File: src/rtl/tl_ctrl_xing_arbiter_if.sv
// TileLink-UL control-crossing link with LANES requesters packed side by side.
// The D payload is shared by every lane; only d_valid/d_ready are per lane.
interface tl_ctrl_xing_arbiter_if #(
  parameter int LANES = 1,
  parameter int SRC_W = 9
);
  logic [LANES-1:0]       a_valid;
  logic [LANES-1:0]       a_ready;
  logic [3*LANES-1:0]     a_bits_opcode;
  logic [3*LANES-1:0]     a_bits_param;
  logic [2*LANES-1:0]     a_bits_size;
  logic [SRC_W*LANES-1:0] a_bits_source;
  logic [29*LANES-1:0]    a_bits_address;
  logic [8*LANES-1:0]     a_bits_mask;
  logic [64*LANES-1:0]    a_bits_data;
  logic [LANES-1:0]       a_bits_corrupt;

  logic [LANES-1:0]       d_valid;
  logic [LANES-1:0]       d_ready;
  logic [2:0]             d_bits_opcode;
  logic [1:0]             d_bits_size;
  logic [SRC_W-1:0]       d_bits_source;
  logic [63:0]            d_bits_data;

  modport master (
    output a_valid, a_bits_opcode, a_bits_param, a_bits_size, a_bits_source,
           a_bits_address, a_bits_mask, a_bits_data, a_bits_corrupt, d_ready,
    input  a_ready, d_valid, d_bits_opcode, d_bits_size, d_bits_source, d_bits_data
  );

  modport slave (
    input  a_valid, a_bits_opcode, a_bits_param, a_bits_size, a_bits_source,
           a_bits_address, a_bits_mask, a_bits_data, a_bits_corrupt, d_ready,
    output a_ready, d_valid, d_bits_opcode, d_bits_size, d_bits_source, d_bits_data
  );
endinterface

File: src/rtl/tl_ctrl_xing_arbiter.sv
// Round-robin arbiter sharing one TL-UL control-crossing port between N requesters.
// A stalled beat locks the grant; D responses route back by the prepended index.
module tl_ctrl_xing_arbiter #(
  parameter int N       = 4,
  parameter int SRC_W   = 9,
  parameter int IDX_W   = $clog2(N),
  parameter int MAX_OUT = 4
) (
  input  logic                   clock,
  input  logic                   reset,
  tl_ctrl_xing_arbiter_if.slave  in_tl,
  tl_ctrl_xing_arbiter_if.master out_tl,
  output logic                   err_unmapped
);

  localparam int CNT_W = $clog2(MAX_OUT + 1);

  typedef enum logic {ST_OPEN, ST_LOCKED} state_t;
  typedef logic [IDX_W-1:0] idx_t;
  typedef logic [CNT_W-1:0] cnt_t;

  state_t         state, state_nxt;
  idx_t           rr_ptr, lock_idx, rr_pick, grant, d_idx;
  cnt_t           cnt [N];
  logic [N-1:0]   eligible, cnt_zero, inc, dec, d_sel;
  logic           a_valid, a_fire, d_mapped, d_fire;
  int             gi;
  int             j;

  // NOTE: every variable written in always_comb gets a default first, so no latch is inferred.
  always_comb begin
    eligible = '0;
    cnt_zero = '0;
    for (int i = 0; i < N; i++) begin
      eligible[i] = in_tl.a_valid[i] && (cnt[i] < cnt_t'(MAX_OUT));
      cnt_zero[i] = (cnt[i] == '0);
    end
  end

  // First eligible requester at or after rr_ptr, wrapping modulo N.
  always_comb begin
    rr_pick = rr_ptr;
    j       = 0;
    for (int k = N - 1; k >= 0; k--) begin
      j = int'(rr_ptr) + k;
      if (j >= N) j = j - N;
      if (eligible[j]) rr_pick = idx_t'(j);
    end
  end

  // Lock FSM: state register.
  // NOTE: sequential state uses non-blocking assignments so all flops update together.
  always_ff @(posedge clock or negedge reset) begin
    if (!reset) state <= ST_OPEN;
    else        state <= state_nxt;
  end

  // Lock FSM: next state. A beat that is offered but not taken pins the grant.
  always_comb begin
    state_nxt = state;
    unique case (state)
      ST_OPEN:   if (a_valid && !out_tl.a_ready[0]) state_nxt = ST_LOCKED;
      ST_LOCKED: if (a_fire) state_nxt = ST_OPEN;
      default:   state_nxt = ST_OPEN;
    endcase
  end

  // Lock FSM: outputs -- grant, A mux and per-requester ready.
  always_comb begin
    grant   = (state == ST_LOCKED) ? lock_idx : rr_pick;
    gi      = int'(grant);
    a_valid = reset && ((state == ST_LOCKED) ? in_tl.a_valid[grant] : |eligible);
    a_fire  = a_valid && out_tl.a_ready[0];

    in_tl.a_ready = '0;
    if (reset && out_tl.a_ready[0] && (state == ST_LOCKED || eligible[grant]))
      in_tl.a_ready[grant] = 1'b1;

    inc = '0;
    if (a_fire) inc[grant] = 1'b1;

    out_tl.a_valid[0]        = a_valid;
    out_tl.a_bits_opcode     = in_tl.a_bits_opcode[3*gi +: 3];
    out_tl.a_bits_param      = in_tl.a_bits_param[3*gi +: 3];
    out_tl.a_bits_size       = in_tl.a_bits_size[2*gi +: 2];
    out_tl.a_bits_source     = {grant, in_tl.a_bits_source[SRC_W*gi +: SRC_W]};
    out_tl.a_bits_address    = in_tl.a_bits_address[29*gi +: 29];
    out_tl.a_bits_mask       = in_tl.a_bits_mask[8*gi +: 8];
    out_tl.a_bits_data       = in_tl.a_bits_data[64*gi +: 64];
    out_tl.a_bits_corrupt[0] = in_tl.a_bits_corrupt[gi];
  end

  // D routing: the index above the requester source picks the lane; unknown
  // indices are sunk so the crossing never wedges on a bad response.
  always_comb begin
    d_idx    = out_tl.d_bits_source[SRC_W +: IDX_W];
    d_mapped = 1'b0;
    d_sel    = '0;
    for (int i = 0; i < N; i++) begin
      if (d_idx == idx_t'(i)) begin
        d_mapped = 1'b1;
        d_sel[i] = 1'b1;
      end
    end
    in_tl.d_valid     = (reset && out_tl.d_valid[0]) ? d_sel : '0;
    out_tl.d_ready[0] = reset && (d_mapped ? |(d_sel & in_tl.d_ready) : 1'b1);
    d_fire            = out_tl.d_valid[0] && out_tl.d_ready[0];
    dec               = d_fire ? d_sel : '0;
  end

  assign in_tl.d_bits_opcode = out_tl.d_bits_opcode;
  assign in_tl.d_bits_size   = out_tl.d_bits_size;
  assign in_tl.d_bits_source = out_tl.d_bits_source[SRC_W-1:0];
  assign in_tl.d_bits_data   = out_tl.d_bits_data;

  always_ff @(posedge clock or negedge reset) begin
    if (!reset) begin
      rr_ptr       <= '0;
      lock_idx     <= '0;
      err_unmapped <= 1'b0;
      // NOTE: the counter array is a handful of flops, so every entry is reset.
      for (int i = 0; i < N; i++) cnt[i] <= '0;
    end else begin
      if (a_valid && !out_tl.a_ready[0]) lock_idx <= grant;
      if (a_fire) rr_ptr <= (grant == idx_t'(N - 1)) ? '0 : grant + idx_t'(1);
      if (out_tl.d_valid[0] && !d_mapped) err_unmapped <= 1'b1;
      for (int i = 0; i < N; i++) begin
        if (inc[i] && !dec[i] && cnt[i] != cnt_t'(MAX_OUT))
          cnt[i] <= cnt[i] + cnt_t'(1);
        else if (dec[i] && !inc[i] && cnt[i] != '0)
          cnt[i] <= cnt[i] - cnt_t'(1);
      end
    end
  end

  // Protocol checks: a locked requester must hold its beat, and no response
  // may arrive for a requester with nothing outstanding.
  a_lock_held : assert property (@(posedge clock) disable iff (!reset)
    (state == ST_LOCKED) |-> in_tl.a_valid[lock_idx]);

  a_no_underflow : assert property (@(posedge clock) disable iff (!reset)
    !(|(dec & cnt_zero)));

endmodule

File: src/flat_wrapper.sv
// flat-port wrapper written by rule: the top's interface ports become plain ports
module tl_ctrl_xing_arbiter_flat 
#(
  parameter int N       = 4,
  parameter int SRC_W   = 9,
  parameter int IDX_W   = $clog2(N),
  parameter int MAX_OUT = 4
)
  (clock, reset, err_unmapped, in_tl_a_valid, in_tl_a_bits_opcode, in_tl_a_bits_param, in_tl_a_bits_size, in_tl_a_bits_source, in_tl_a_bits_address, in_tl_a_bits_mask, in_tl_a_bits_data, in_tl_a_bits_corrupt, in_tl_d_ready, in_tl_a_ready, in_tl_d_valid, in_tl_d_bits_opcode, in_tl_d_bits_size, in_tl_d_bits_source, in_tl_d_bits_data, out_tl_a_valid, out_tl_a_bits_opcode, out_tl_a_bits_param, out_tl_a_bits_size, out_tl_a_bits_source, out_tl_a_bits_address, out_tl_a_bits_mask, out_tl_a_bits_data, out_tl_a_bits_corrupt, out_tl_d_ready, out_tl_a_ready, out_tl_d_valid, out_tl_d_bits_opcode, out_tl_d_bits_size, out_tl_d_bits_source, out_tl_d_bits_data);
  tl_ctrl_xing_arbiter_if #(.LANES(N), .SRC_W(SRC_W)) in_tl_i ();
  tl_ctrl_xing_arbiter_if #(.LANES(1), .SRC_W(SRC_W)) out_tl_i ();
  input  logic clock;
  input  logic reset;
  output logic err_unmapped;
  input wire logic [$bits(in_tl_i.a_valid)-1:0] in_tl_a_valid;
  input wire logic [$bits(in_tl_i.a_bits_opcode)-1:0] in_tl_a_bits_opcode;
  input wire logic [$bits(in_tl_i.a_bits_param)-1:0] in_tl_a_bits_param;
  input wire logic [$bits(in_tl_i.a_bits_size)-1:0] in_tl_a_bits_size;
  input wire logic [$bits(in_tl_i.a_bits_source)-1:0] in_tl_a_bits_source;
  input wire logic [$bits(in_tl_i.a_bits_address)-1:0] in_tl_a_bits_address;
  input wire logic [$bits(in_tl_i.a_bits_mask)-1:0] in_tl_a_bits_mask;
  input wire logic [$bits(in_tl_i.a_bits_data)-1:0] in_tl_a_bits_data;
  input wire logic [$bits(in_tl_i.a_bits_corrupt)-1:0] in_tl_a_bits_corrupt;
  input wire logic [$bits(in_tl_i.d_ready)-1:0] in_tl_d_ready;
  output wire logic [$bits(in_tl_i.a_ready)-1:0] in_tl_a_ready;
  output wire logic [$bits(in_tl_i.d_valid)-1:0] in_tl_d_valid;
  output wire logic [$bits(in_tl_i.d_bits_opcode)-1:0] in_tl_d_bits_opcode;
  output wire logic [$bits(in_tl_i.d_bits_size)-1:0] in_tl_d_bits_size;
  output wire logic [$bits(in_tl_i.d_bits_source)-1:0] in_tl_d_bits_source;
  output wire logic [$bits(in_tl_i.d_bits_data)-1:0] in_tl_d_bits_data;
  output wire logic [$bits(out_tl_i.a_valid)-1:0] out_tl_a_valid;
  output wire logic [$bits(out_tl_i.a_bits_opcode)-1:0] out_tl_a_bits_opcode;
  output wire logic [$bits(out_tl_i.a_bits_param)-1:0] out_tl_a_bits_param;
  output wire logic [$bits(out_tl_i.a_bits_size)-1:0] out_tl_a_bits_size;
  output wire logic [$bits(out_tl_i.a_bits_source)-1:0] out_tl_a_bits_source;
  output wire logic [$bits(out_tl_i.a_bits_address)-1:0] out_tl_a_bits_address;
  output wire logic [$bits(out_tl_i.a_bits_mask)-1:0] out_tl_a_bits_mask;
  output wire logic [$bits(out_tl_i.a_bits_data)-1:0] out_tl_a_bits_data;
  output wire logic [$bits(out_tl_i.a_bits_corrupt)-1:0] out_tl_a_bits_corrupt;
  output wire logic [$bits(out_tl_i.d_ready)-1:0] out_tl_d_ready;
  input wire logic [$bits(out_tl_i.a_ready)-1:0] out_tl_a_ready;
  input wire logic [$bits(out_tl_i.d_valid)-1:0] out_tl_d_valid;
  input wire logic [$bits(out_tl_i.d_bits_opcode)-1:0] out_tl_d_bits_opcode;
  input wire logic [$bits(out_tl_i.d_bits_size)-1:0] out_tl_d_bits_size;
  input wire logic [$bits(out_tl_i.d_bits_source)-1:0] out_tl_d_bits_source;
  input wire logic [$bits(out_tl_i.d_bits_data)-1:0] out_tl_d_bits_data;
  assign in_tl_i.a_valid = in_tl_a_valid;
  assign in_tl_i.a_bits_opcode = in_tl_a_bits_opcode;
  assign in_tl_i.a_bits_param = in_tl_a_bits_param;
  assign in_tl_i.a_bits_size = in_tl_a_bits_size;
  assign in_tl_i.a_bits_source = in_tl_a_bits_source;
  assign in_tl_i.a_bits_address = in_tl_a_bits_address;
  assign in_tl_i.a_bits_mask = in_tl_a_bits_mask;
  assign in_tl_i.a_bits_data = in_tl_a_bits_data;
  assign in_tl_i.a_bits_corrupt = in_tl_a_bits_corrupt;
  assign in_tl_i.d_ready = in_tl_d_ready;
  assign in_tl_a_ready = in_tl_i.a_ready;
  assign in_tl_d_valid = in_tl_i.d_valid;
  assign in_tl_d_bits_opcode = in_tl_i.d_bits_opcode;
  assign in_tl_d_bits_size = in_tl_i.d_bits_size;
  assign in_tl_d_bits_source = in_tl_i.d_bits_source;
  assign in_tl_d_bits_data = in_tl_i.d_bits_data;
  assign out_tl_a_valid = out_tl_i.a_valid;
  assign out_tl_a_bits_opcode = out_tl_i.a_bits_opcode;
  assign out_tl_a_bits_param = out_tl_i.a_bits_param;
  assign out_tl_a_bits_size = out_tl_i.a_bits_size;
  assign out_tl_a_bits_source = out_tl_i.a_bits_source;
  assign out_tl_a_bits_address = out_tl_i.a_bits_address;
  assign out_tl_a_bits_mask = out_tl_i.a_bits_mask;
  assign out_tl_a_bits_data = out_tl_i.a_bits_data;
  assign out_tl_a_bits_corrupt = out_tl_i.a_bits_corrupt;
  assign out_tl_d_ready = out_tl_i.d_ready;
  assign out_tl_i.a_ready = out_tl_a_ready;
  assign out_tl_i.d_valid = out_tl_d_valid;
  assign out_tl_i.d_bits_opcode = out_tl_d_bits_opcode;
  assign out_tl_i.d_bits_size = out_tl_d_bits_size;
  assign out_tl_i.d_bits_source = out_tl_d_bits_source;
  assign out_tl_i.d_bits_data = out_tl_d_bits_data;
  tl_ctrl_xing_arbiter #(.N(N), .SRC_W(SRC_W), .IDX_W(IDX_W), .MAX_OUT(MAX_OUT)) u_core (.clock(clock), .reset(reset), .in_tl(in_tl_i), .out_tl(out_tl_i), .err_unmapped(err_unmapped));
endmodule
File: config.mk
export PLATFORM = sky130hd
export DESIGN_NAME = tl_ctrl_xing_arbiter_flat
export DESIGN_NICKNAME = d
export VERILOG_FILES = /design/src/rtl/tl_ctrl_xing_arbiter_if.sv /design/src/rtl/tl_ctrl_xing_arbiter.sv /design/src/flat_wrapper.sv
export SDC_FILE = /design/constraint.sdc
export NUM_CORES = 1
export LEC_CHECK = 0
export BUFFER_PORTS_ARGS = -buffer_cell sky130_fd_sc_hd__buf_2
export CAP_MARGIN = 30
export CORE_AREA = 5 5 294 296
export CTS_CLUSTER_SIZE = 20
export DETAILED_ROUTE_END_ITERATION = 12
export DIE_AREA = 0 0 299 301
export PLACE_DENSITY = 0.4
export SLEW_MARGIN = 20
export SYNTH_ARGS = -nofsm -noshare
export SYNTH_HDL_FRONTEND = slang
export SYNTH_SLANG_ARGS = --single-unit
File: constraint.sdc
create_clock -name clock -period 2.9 [get_ports clock]
set_clock_uncertainty 0.1 [all_clocks]
set_input_delay 0 -clock clock [delete_from_list [all_inputs] [get_ports clock]]
set_output_delay 0 -clock clock [all_outputs]
set_load 0.02 [all_outputs]
Yosys cells after proc, flatten, opt, wreduce, memory -nomap -nowiden
Cells that the tools add are included.
{"block": "op_classes", "add_sub_neg": 12, "multipliers": 3, "n_div": 0, "magnitude_cmp": 15, "eq_ne": 5, "n_shift": 7, "muxes": 37, "n_bitwise": 1, "reduce_logical": 18}
{"operator": "indexed part select 256 x 9 -> 64 bit", "n": 1}
{"operator": "< comparator 32 x 4 -> 1 bit, second input constant", "n": 4}
{"operator": "2-to-1 mux 32 bit", "n": 4}
{"operator": "indexed part select 116 x 32 -> 29 bit", "n": 1}
{"operator": "greater-or-equal comparator 32 x 4 -> 1 bit, second input constant", "n": 3}
{"operator": "subtractor 32 x 4 -> 32 bit, second input constant", "n": 3}
{"operator": "indexed part select 12 x 32 -> 3 bit", "n": 2}
{"operator": "indexed part select 36 x 32 -> 9 bit", "n": 1}
{"operator": "indexed part select 32 x 6 -> 8 bit", "n": 1}
{"operator": "logical AND 1 bit", "n": 15}
{"operator": "2-to-1 mux 1 bit", "n": 15}
{"operator": "binary-select mux 1 bit (select 2 bit)", "n": 7}
{"operator": "adder 3 x 1 -> 3 bit, second input constant", "n": 4}
{"operator": "< comparator 3 bit, second input constant", "n": 4}
{"operator": "2-to-1 mux 2 bit", "n": 6}
{"operator": "2-to-1 mux 4 bit", "n": 3}
{"operator": "inequality test 3 bit, second input constant", "n": 4}
{"operator": "indexed part select 8 x 4 -> 2 bit", "n": 1}
{"operator": "multiplier 5 x 2 -> 7 bit, first input constant", "n": 1}
{"operator": "adder 2 x 2 -> 3 bit, second input constant", "n": 2}
{"operator": "< comparator 2 x 3 -> 1 bit, second input constant", "n": 2}
{"operator": "multiplier 4 x 2 -> 6 bit, first input constant", "n": 1}
{"operator": "multiplier 2 x 2 -> 4 bit, first input constant", "n": 1}
{"operator": "OR reduction 4 bit", "n": 1}
{"operator": "11 further kinds", "n": 11}
{"block": "totals", "regBits": 17, "latch_bits": 0, "ram_bits": 0, "mem_bits_ro": 0, "input_bits": 566, "out_inout_bits": 208, "word_cells": 105, "n_memories": 0}

Longest topological paths before layout
Gate-level depths: netlist (run 1).
{"block": "logic_depth", "word_depth": 18, "mapped_depth": 12}

Least setup slack after synthesis (run 1)
Ideal clock, no wire load.
{"block": "synth_timing", "path_kind": "register -> register", "start": "reg u_core.cnt[8] (netlist bit)", "end": "reg u_core.cnt[10] (netlist bit)", "setup_ns": 0.128, "t_arrival_ns": 2.484, "required_ns": 2.672, "setup_slack_ns": 0.188, "stages_incl_launch_ff": 13, "n_path_buf": 3, "path_cell_list": "dfrtp_1 -> nor2b_1 -> buf_2 -> a221o_1 -> o211ai_2 -> nand2_2 -> buf_2 -> buf_6 -> inv_1 -> ha_1 -> a21boi_0 -> nand3_1 -> mux2_1"}
{"block": "synth_via", "elab_chain_len": 17, "word_cells_on_any_way": 32}
{"element": "from (decl)", "line_no": "tl_ctrl_xing_arbiter.sv:24", "rtl": "cnt_t cnt [N];"}
{"element": "from (signal, indexed assignment)", "line_no": "tl_ctrl_xing_arbiter.sv:129", "rtl": "cnt[i] <= cnt[i] + cnt_t'(1);"}
{"element": "from (signal, indexed assignment)", "line_no": "tl_ctrl_xing_arbiter.sv:131", "rtl": "cnt[i] <= cnt[i] - cnt_t'(1);"}
{"element": "< comparator 3 bit *", "line_no": "tl_ctrl_xing_arbiter.sv:35", "rtl": "eligible[i] = in_tl.a_valid[i] && (cnt[i] < cnt_t'(MAX_OUT));"}
{"element": "logical AND 1 bit *", "line_no": "tl_ctrl_xing_arbiter.sv:35"}
{"element": "binary-select mux 1 bit (select 2 bit)", "line_no": "tl_ctrl_xing_arbiter.sv:47", "rtl": "if (eligible[j]) rr_pick = idx_t'(j);"}
{"element": "2-to-1 mux 1 bit (not written as such) (2 in series)", "line_no": "tl_ctrl_xing_arbiter.sv:47"}
{"element": "2-to-1 mux 2 bit (3 in series)", "line_no": "tl_ctrl_xing_arbiter.sv:47"}
{"element": "2-to-1 mux 2 bit *", "line_no": "tl_ctrl_xing_arbiter.sv:47"}
{"element": "2-to-1 mux 2 bit *", "line_no": "tl_ctrl_xing_arbiter.sv:70", "rtl": "grant = (state == ST_LOCKED) ? lock_idx : rr_pick;"}
{"element": "named net u_core.grant[1]", "line_no": "tl_ctrl_xing_arbiter.sv:23", "rtl": "idx_t rr_ptr, lock_idx, rr_pick, grant, d_idx;"}
{"element": "parallel branches: the longest is 5 deep, another holds < comparator 2 x 3 -> 1 bit"}
{"element": "2-to-1 mux 4 bit *", "line_no": "tl_ctrl_xing_arbiter.sv:80", "rtl": "if (a_fire) inc[grant] = 1'b1;"}
{"element": "logical AND 1 bit *", "line_no": "tl_ctrl_xing_arbiter.sv:128", "rtl": "if (inc[i] && !dec[i] && cnt[i] != cnt_t'(MAX_OUT))"}
Mark *: on every way through the listed nets, which the timed path passes. The select of a mux whose other input is x is not followed.
A chain may end at the register's enable or synchronous reset.

Worst setup path in the final report (run 1)
{"block": "layout_timing", "start": "reg u_core.cnt[11] (netlist bit)", "end": "out out_tl_a_bits_data[21]"}
{"block": "layout_via", "elab_chain_len": 11, "word_cells_on_any_way": 20}
{"element": "< comparator 3 bit *", "line_no": "tl_ctrl_xing_arbiter.sv:35"}
{"element": "logical AND 1 bit *", "line_no": "tl_ctrl_xing_arbiter.sv:35"}
{"element": "binary-select mux 1 bit (select 2 bit)", "line_no": "tl_ctrl_xing_arbiter.sv:47"}
{"element": "2-to-1 mux 1 bit (not written as such) (2 in series)", "line_no": "tl_ctrl_xing_arbiter.sv:47"}
{"element": "2-to-1 mux 2 bit (3 in series)", "line_no": "tl_ctrl_xing_arbiter.sv:47"}
{"element": "2-to-1 mux 2 bit *", "line_no": "tl_ctrl_xing_arbiter.sv:47"}
{"element": "2-to-1 mux 2 bit *", "line_no": "tl_ctrl_xing_arbiter.sv:70"}
{"element": "indexed part select 256 x 9 -> 64 bit *", "line_no": "tl_ctrl_xing_arbiter.sv:89", "rtl": "out_tl.a_bits_data = in_tl.a_bits_data[64*gi +: 64];"}
{"element": "to (decl)", "line_no": "flat_wrapper.sv:38", "rtl": "output wire logic [$bits(out_tl_i.a_bits_data)-1:0] out_tl_a_bits_data;"}
Every way passes the cells marked *; elsewhere a longest branch is shown, timed or not. The select of a mux whose other input is x is not followed.

==> flow_summary_export.csv, run 1 <==
group,metric,value,unit
yosys,yosysWarnings,0,
routing,drc,0,
yosys,synth_seq_area_share,7.34,%
floorplanning,row_count,106,
power,p_leak,5.69,nW
clocking,clock_sinks,17,
critical_path,crit_fanout,35,
global_routing,grt-ovfl-total,0,
yosys,avgSynthCellArea,9.53,um^2
yosys,synth-edff-count,0,
hold_path,hp-class,"input port to flop",
routing,wl_per_cell,17.6,um
floorplanning,die_h,301,um
global_routing,grt_pass1_vias,7591,
floorplanning,io_pins,774,
routing,firstDrtPassIters,4,
place,routabilityCongestion,0.837,
global_routing,grt_max_degree,52,
routing,initialDrtViolationCount,277,
floorplanning,die_area,90000,um^2
cells_and_area,syn_to_final_growth,91.4,%
clocking,htreeDepth,1,
timing,rsz0062_at_grt,"yes",
timing,drv_slew,0,
routing,via_per_inst,3.02,
yosys,synth_top_area_cell,"mux2i_1",
critical_path,cp-end-kind,"output port",
routing,ant_nets,0,
timing,final_hold_viol_count,0,
power,swShare,55.2,%
critical_path,worstSetupPathType,"flop to output port",
outcome,status,"finished, final reports clean",
power,finalPower,11.9,mW
place,post-dp-hpwl,36200,um
power,p_comb_share,93.5,%
power,power_frac_seq,4.1,%
yosys,synth_cell_types,44,
yosys,yosysMostFrequentCell,"mux2i_1",
clocking,clk_path_buf_depth,2,
yosys,synthArstFlopShare,100,%
routing,drt_wl_total,40800,um
clocking,cts-root-buf,"clkbuf_16",
timing,setup_viol_count_final,0,
flow_run,cap_viol_max_count,0,
clocking,cts_buffers,3,
power,powerDensity,1080,nW/um^2
cells_and_area,drive_gt1_share,56.8,%
floorplanning,die_w,299,um
yosys,synth_top_area_share,61.8,%
clocking,clk_pin_slew,0.06,ns
yosys,synthTopCellsByCount,"358 x mux2i_1, 86 x buf_4, 31 x buf_2, 17 x dfrtp_1",
yosys,ys_seq_elements,17,
critical_path,worstPathArrival,2.75,ns
yosys,ys.flop_type,"dfrtp_1",
timing,period_needed,2.85,ns
timing,relSlewSlack,65.0,%
critical_path,cp.required,2.80,ns
power,ir_drop,0.503,mV
critical_path,crit_path_start_kind,"flop",
power,p_clk_share,2.4,%
timing,max_freq,351,MHz
global_routing,grt_pass1_wl,53400,um
yosys,synth_area,5790,um^2
power,internal-power,5.35,mW
power,p_sw,6.59,mW
floorplanning,start_util,6.96,%
timing,hold_ws,0.156,ns
routing,vias,7018,
timing,fin_crit_sh,98.2,%
yosys,synth.area.top_cells,"mux2i_1 62%, buf_4 11%, dfrtp_1 7.3%",
floorplanning,core_area,83300,um^2
place,io_buffers,606,
clocking,clk_latency,0.25,ns
global_routing,track_usage,8.06,%
global_routing,antenna_found_initial,11,
timing,setup_tns,0,ns
timing,tightest_slew,0.525,ns
cells_and_area,nNetsFinal,1823,
clocking,cts_tree,"done",
yosys,synth_cells,608,
==> critical path, cell delays in order (launching register included) <==
cell and delay [ns]:
dfrtp_2 0.46, nand2b_4 0.17, or3_1 0.39, o211ai_4 0.15, nand2_8 0.12, buf_16 0.19, buf_6 0.20, mux2i_1 0.12
mux2i_1 0.35, buf_2 0.27
==> final timing paths <==
path | from | to | slack (ns) | cells past startpoint
min in group asynchronous | reset | u_core.cnt[6] | 0.20 | 3
max in group asynchronous | reset | u_core.cnt[2] | 2.27 | 3
setup reg to reg | u_core.cnt[8] | u_core.cnt[1] | 0.23 | 10
hold reg to reg | u_core.cnt[0] | u_core.cnt[0] | 0.40 | 1
hold / removal | out_tl_a_ready | u_core.lock_idx[0] | 0.16 | 4
setup / recovery | u_core.cnt[11] | out_tl_a_bits_data[21] | 0.05 | 9
==> cell type report <==
class                      instances  area (um^2)
clock inverter                     1         7.51
inverter                          12         45.0
tap                             1080         1350
timing repair buffer             754         4660
fill                            9575        72200
antenna                            2         5.00
multi-input combinational        457         4520
clock buffer                       3         75.1
sequential                        17          430
==> sequential cells by signal (all words and copies together), names as in the netlist, named ones only <==
signal	cells
u_core.rr_ptr	2
u_core.lock_idx	2
u_core.cnt	12
==> power by group through the flow <==
stage | Sequential [mW] | Combinational, mW | Clock [mW]
floorplan | 0.420 | 6.57 | 0
global placement | 0.497 | 11.1 | 0
detailed placement | 0.492 | 11.1 | 0
CTS | 0.493 | 11.4 | 0.296
global route | 0.506 | 12.1 | 0.305
finish | 0.493 | 11.2 | 0.284
==> through the flow <==
step | utilization [%] | area, um^2 | std cells | setup WS [ns]
4_1_cts | 13.2 | 11000 | 2318 | -0.00493
3_3_place_gp | 12.1 | 10000 | 2234 | 0.105
5_1_grt | 13.3 | 11100 | 2325 | -0.0186
2_1_floorplan | - | 5810 | 613 | 0.188
3_5_place_dp | 12.1 | 10000 | 2234 | 0.123
6_report | 13.3 | 11100 | 2326 | 0.0510
==> cell families (layout without fill, tap and decap cells) <==
group / after synthesis / after routing / synth area share, %
buffers and inverters: 139 / 770 / 16.4
muxes: 370 / 370 / 64.6
and+or+nand+nor: 41 / 41 / 4.58
AOI/OAI and AO/OA: 24 / 24 / 3.84
DFF: 17 / 17 / 7.34
adders and majority gates: 12 / 12 / 2.59
xor gates and xnor gates: 4 / 4 / 0.605
other: 1 / 8 / 0.0647
==> placed cells by master (no fill, tap or decap), types with 2 or more instances in the layout <==
cell type | netlist | routed
buf_2 | 31 | 591
mux2i_1 | 358 | 355
dlygate4sd3_1 | 0 | 79
buf_4 | 86 | 57
buf_12 | 0 | 18
dfrtp_1 | 17 | 13
inv_1 | 12 | 12
ha_1 | 12 | 12
nand2b_1 | 8 | 7
and4_1 | 7 | 7
nand3_1 | 6 | 6
conb_1 | 1 | 6
mux2_1 | 5 | 5
buf_6 | 9 | 5
a21boi_0 | 4 | 4
xnor2_1 | 4 | 4
nor2b_1 | 5 | 4
clkbuf_16 | 0 | 4
dfrtp_2 | 0 | 4
nand2_1 | 3 | 3
mux2_2 | 3 | 3
a31oi_1 | 3 | 3
a21oi_1 | 3 | 3
mux2_4 | 3 | 3
nor2_1 | 3 | 3
mux2i_2 | 0 | 3
diode_2 | 0 | 2
o21ai_0 | 2 | 2
clkbuf_4 | 0 | 2
==> routing by layer <==
metal  part of all wire (%)  global-route usage (%)  vias up
met4                    2.0                    1.47        4
li1                       -                       -     3421
met1                     40                    9.67     3112
met5                  0.066                       0        -
met3                     12                    3.63       36
met2                     47                    13.5      445
==> repair_timing <==
action,in CTS,in global routing
cloned,0,1
hold buffers,79,0
setup buffers,1,5
pin swaps,1,1
endpoints found under the setup margin,33,49
resized for setup,11,15
endpoints found under the hold margin,95,0
(Power assumes the default switching activity.)
==> run 2, diff against run 1 <==
- CORE_AREA: 5 5 294 296 -> 2 2 298 300
- DIE_AREA: 0 0 299 301 -> 0 0 300 302
- PLACE_DENSITY: 0.4 -> 0.39
==> flow_summary_export.csv, run 2 (same netlist as run 1, synthesis figures left out) <==
group,metric,value,unit
clocking,clk_latency,0.25,ns
power,powerDensity,1060,nW/um^2
cells_and_area,seq_area,429,um^2
place,io_buffers,606,
clocking,clk_path_buf_depth,2,
hold_path,hp-class,"input port to flop",
place,post-dp-hpwl,33400,um
cells_and_area,layout.cells.non_filler,2402,
timing,fin_crit_sh,96.7,%
routing,vias,6970,
cells_and_area,largest_reg_flops,12,
floorplanning,core_area,87600,um^2
place,dp_cells,2316,
place,placed_area,10100,um^2
timing,tightest_slew,0.480,ns
hold_path,holdPathEnd,"u_core.lock_idx[0]",
cells_and_area,nNetsFinal,1814,
routing,drt_wl_total,37100,um
power,p_leak,5.64,nW
outcome,status,"finished, final reports clean",
timing,period_needed,2.80,ns
cells_and_area,final_core_utilization,12.7,%
floorplanning,die_area,90600,um^2
critical_path,r2r-start,"u_core.cnt[2]",
clocking,htreeDepth,1,
routing,initialDrtViolationCount,192,
timing,setup_viol_count_final,0,
global_routing,track_usage,7.24,%
timing,rsz0062_at_grt,"yes",
critical_path,crit_path_start_kind,"flop",
power,ir_drop,0.500,mV
critical_path,crit_fanout,29,
cells_and_area,mostFrequentLayoutCells,"594 x buf_2, 353 x mux2i_1, 79 x dlygate4sd3_1",
timing,drv_slew,0,
cells_and_area,drive_gt1_share,56.4,%
critical_path,reg2reg_to,"u_core.cnt[1]",
clocking,cts_tree,"done",
routing,ant_nets,0,
timing,setup_tns,0,ns
floorplanning,start_util,6.62,%
routing,via_per_inst,2.90,
cells_and_area,layout_commonest_cell,"buf_2",
critical_path,cp-end-kind,"output port",
critical_path,reg2regPathDepth,10,
flow_run,cap_viol_max_count,0,
place,routabilityCongestion,0.782,
routing,drc,0,
global_routing,grt_max_degree,42,
cells_and_area,biggestRegsByFlops,"u_core.cnt: 12 flops, u_core.lock_idx: 2 flops, u_core.rr_ptr: 2 flops",
timing,hold_ws,0.168,ns
cells_and_area,largest_register,"u_core.cnt",
clocking,clock_sinks,17,
hold_path,min_from,"out_tl_a_ready",
clocking,cts-root-buf,"clkbuf_16",
global_routing,grt-ovfl-total,0,
critical_path,timing.reg2reg.setup_slack,0.15,ns
routing,firstDrtPassIters,4,
cells_and_area,nFillCells,10100,
timing,final_hold_viol_count,0,
floorplanning,io_pins,774,
floorplanning,row_count,109,
clocking,clk_pin_slew,0.06,ns
timing,max_freq,357,MHz
floorplanning,die_h,302,um
critical_path,worstPathArrival,2.70,ns
timing,relSlewSlack,67.1,%
critical_path,cp.required,2.80,ns
global_routing,antenna_found_initial,5,
global_routing,grt_pass1_wl,47100,um
global_routing,grt_pass1_vias,6803,
routing,wl_per_cell,15.5,um
floorplanning,die_w,300,um
cells_and_area,syn_to_final_growth,91.8,%
cells_and_area,multi_input_comb_area,4520,um^2
critical_path,worstSetupPathType,"flop to output port",
hold_path,min_path_cells,4,
cells_and_area,final_cell_area,11100,um^2
clocking,cts_buffers,3,
run 2: how the worst max path moves through the flow:
stage / from / end / slack (ns) / cells after the start
6_report: u_core.rr_ptr[0] / out_tl_a_bits_data[2] / 0.1 / 9
5_1_grt: u_core.cnt[8] / out_tl_a_bits_data[11] / -0.02 / 11
4_1_cts: u_core.cnt[8] / out_tl_a_bits_data[11] / 0.005 / 11
3_5_place_dp: u_core.rr_ptr[0] / out_tl_a_bits_data[47] / 0.21 / 10
3_3_place_gp: u_core.rr_ptr[0] / out_tl_a_bits_address[14] / 0.20 / 10
2_1_floorplan: u_core.cnt[8] / u_core.cnt[10] / 0.19 / 12
run 2: routing by layer:
metal,wire length (um),track usage [%],up-vias
met5,12,0,-
met4,461,1.08,2
met3,3600,2.31,18
met2,17700,12.4,428
met1,15400,9.03,3115
li1,-,-,3407
run 2: layout make-up:
type                       count  area share, %
multi-input combinational    457           40.7
clock buffer                   4          0.709
sequential                    17           3.86
inverter                      12          0.405
antenna                        2         0.0450
timing repair buffer         745           41.2
tap                         1165           13.1
run 2: report_power, final:
part           switching [mW]  internal (mW)  total, mW
clock network          0.0970          0.187      0.284
logic                    6.29           4.72       11.0
registers               0.136          0.344      0.479
run 2: per-stage QoR:
step                power [mW]  setup WS [ns]
global route              12.8        -0.0202
finish                    11.8         0.0964
floorplan                 6.99          0.188
global placement          11.6          0.200
CTS                       12.1        0.00457
detailed placement        11.6          0.211
run 2: worst max-delay path: stages, from the launching register on:
cell and delay [ns]:
dfrtp_2 0.44, nor2_1 0.08, a221o_1 0.38, o211ai_4 0.24, nand2_8 0.12, buf_16 0.18
buf_4 0.24, mux2i_1 0.12, mux2i_1 0.28, buf_2 0.29
run 2: timing repair:
item | 4_1_cts | 5_1_grt
gates resized for setup | 6 | 15
endpoints found under the hold margin | 95 | 0
hold buffers | 79 | 0
cloned | 0 | 0
pin swaps | 0 | 2
setup endpoints to repair | 8 | 51
setup buffers | 0 | 1
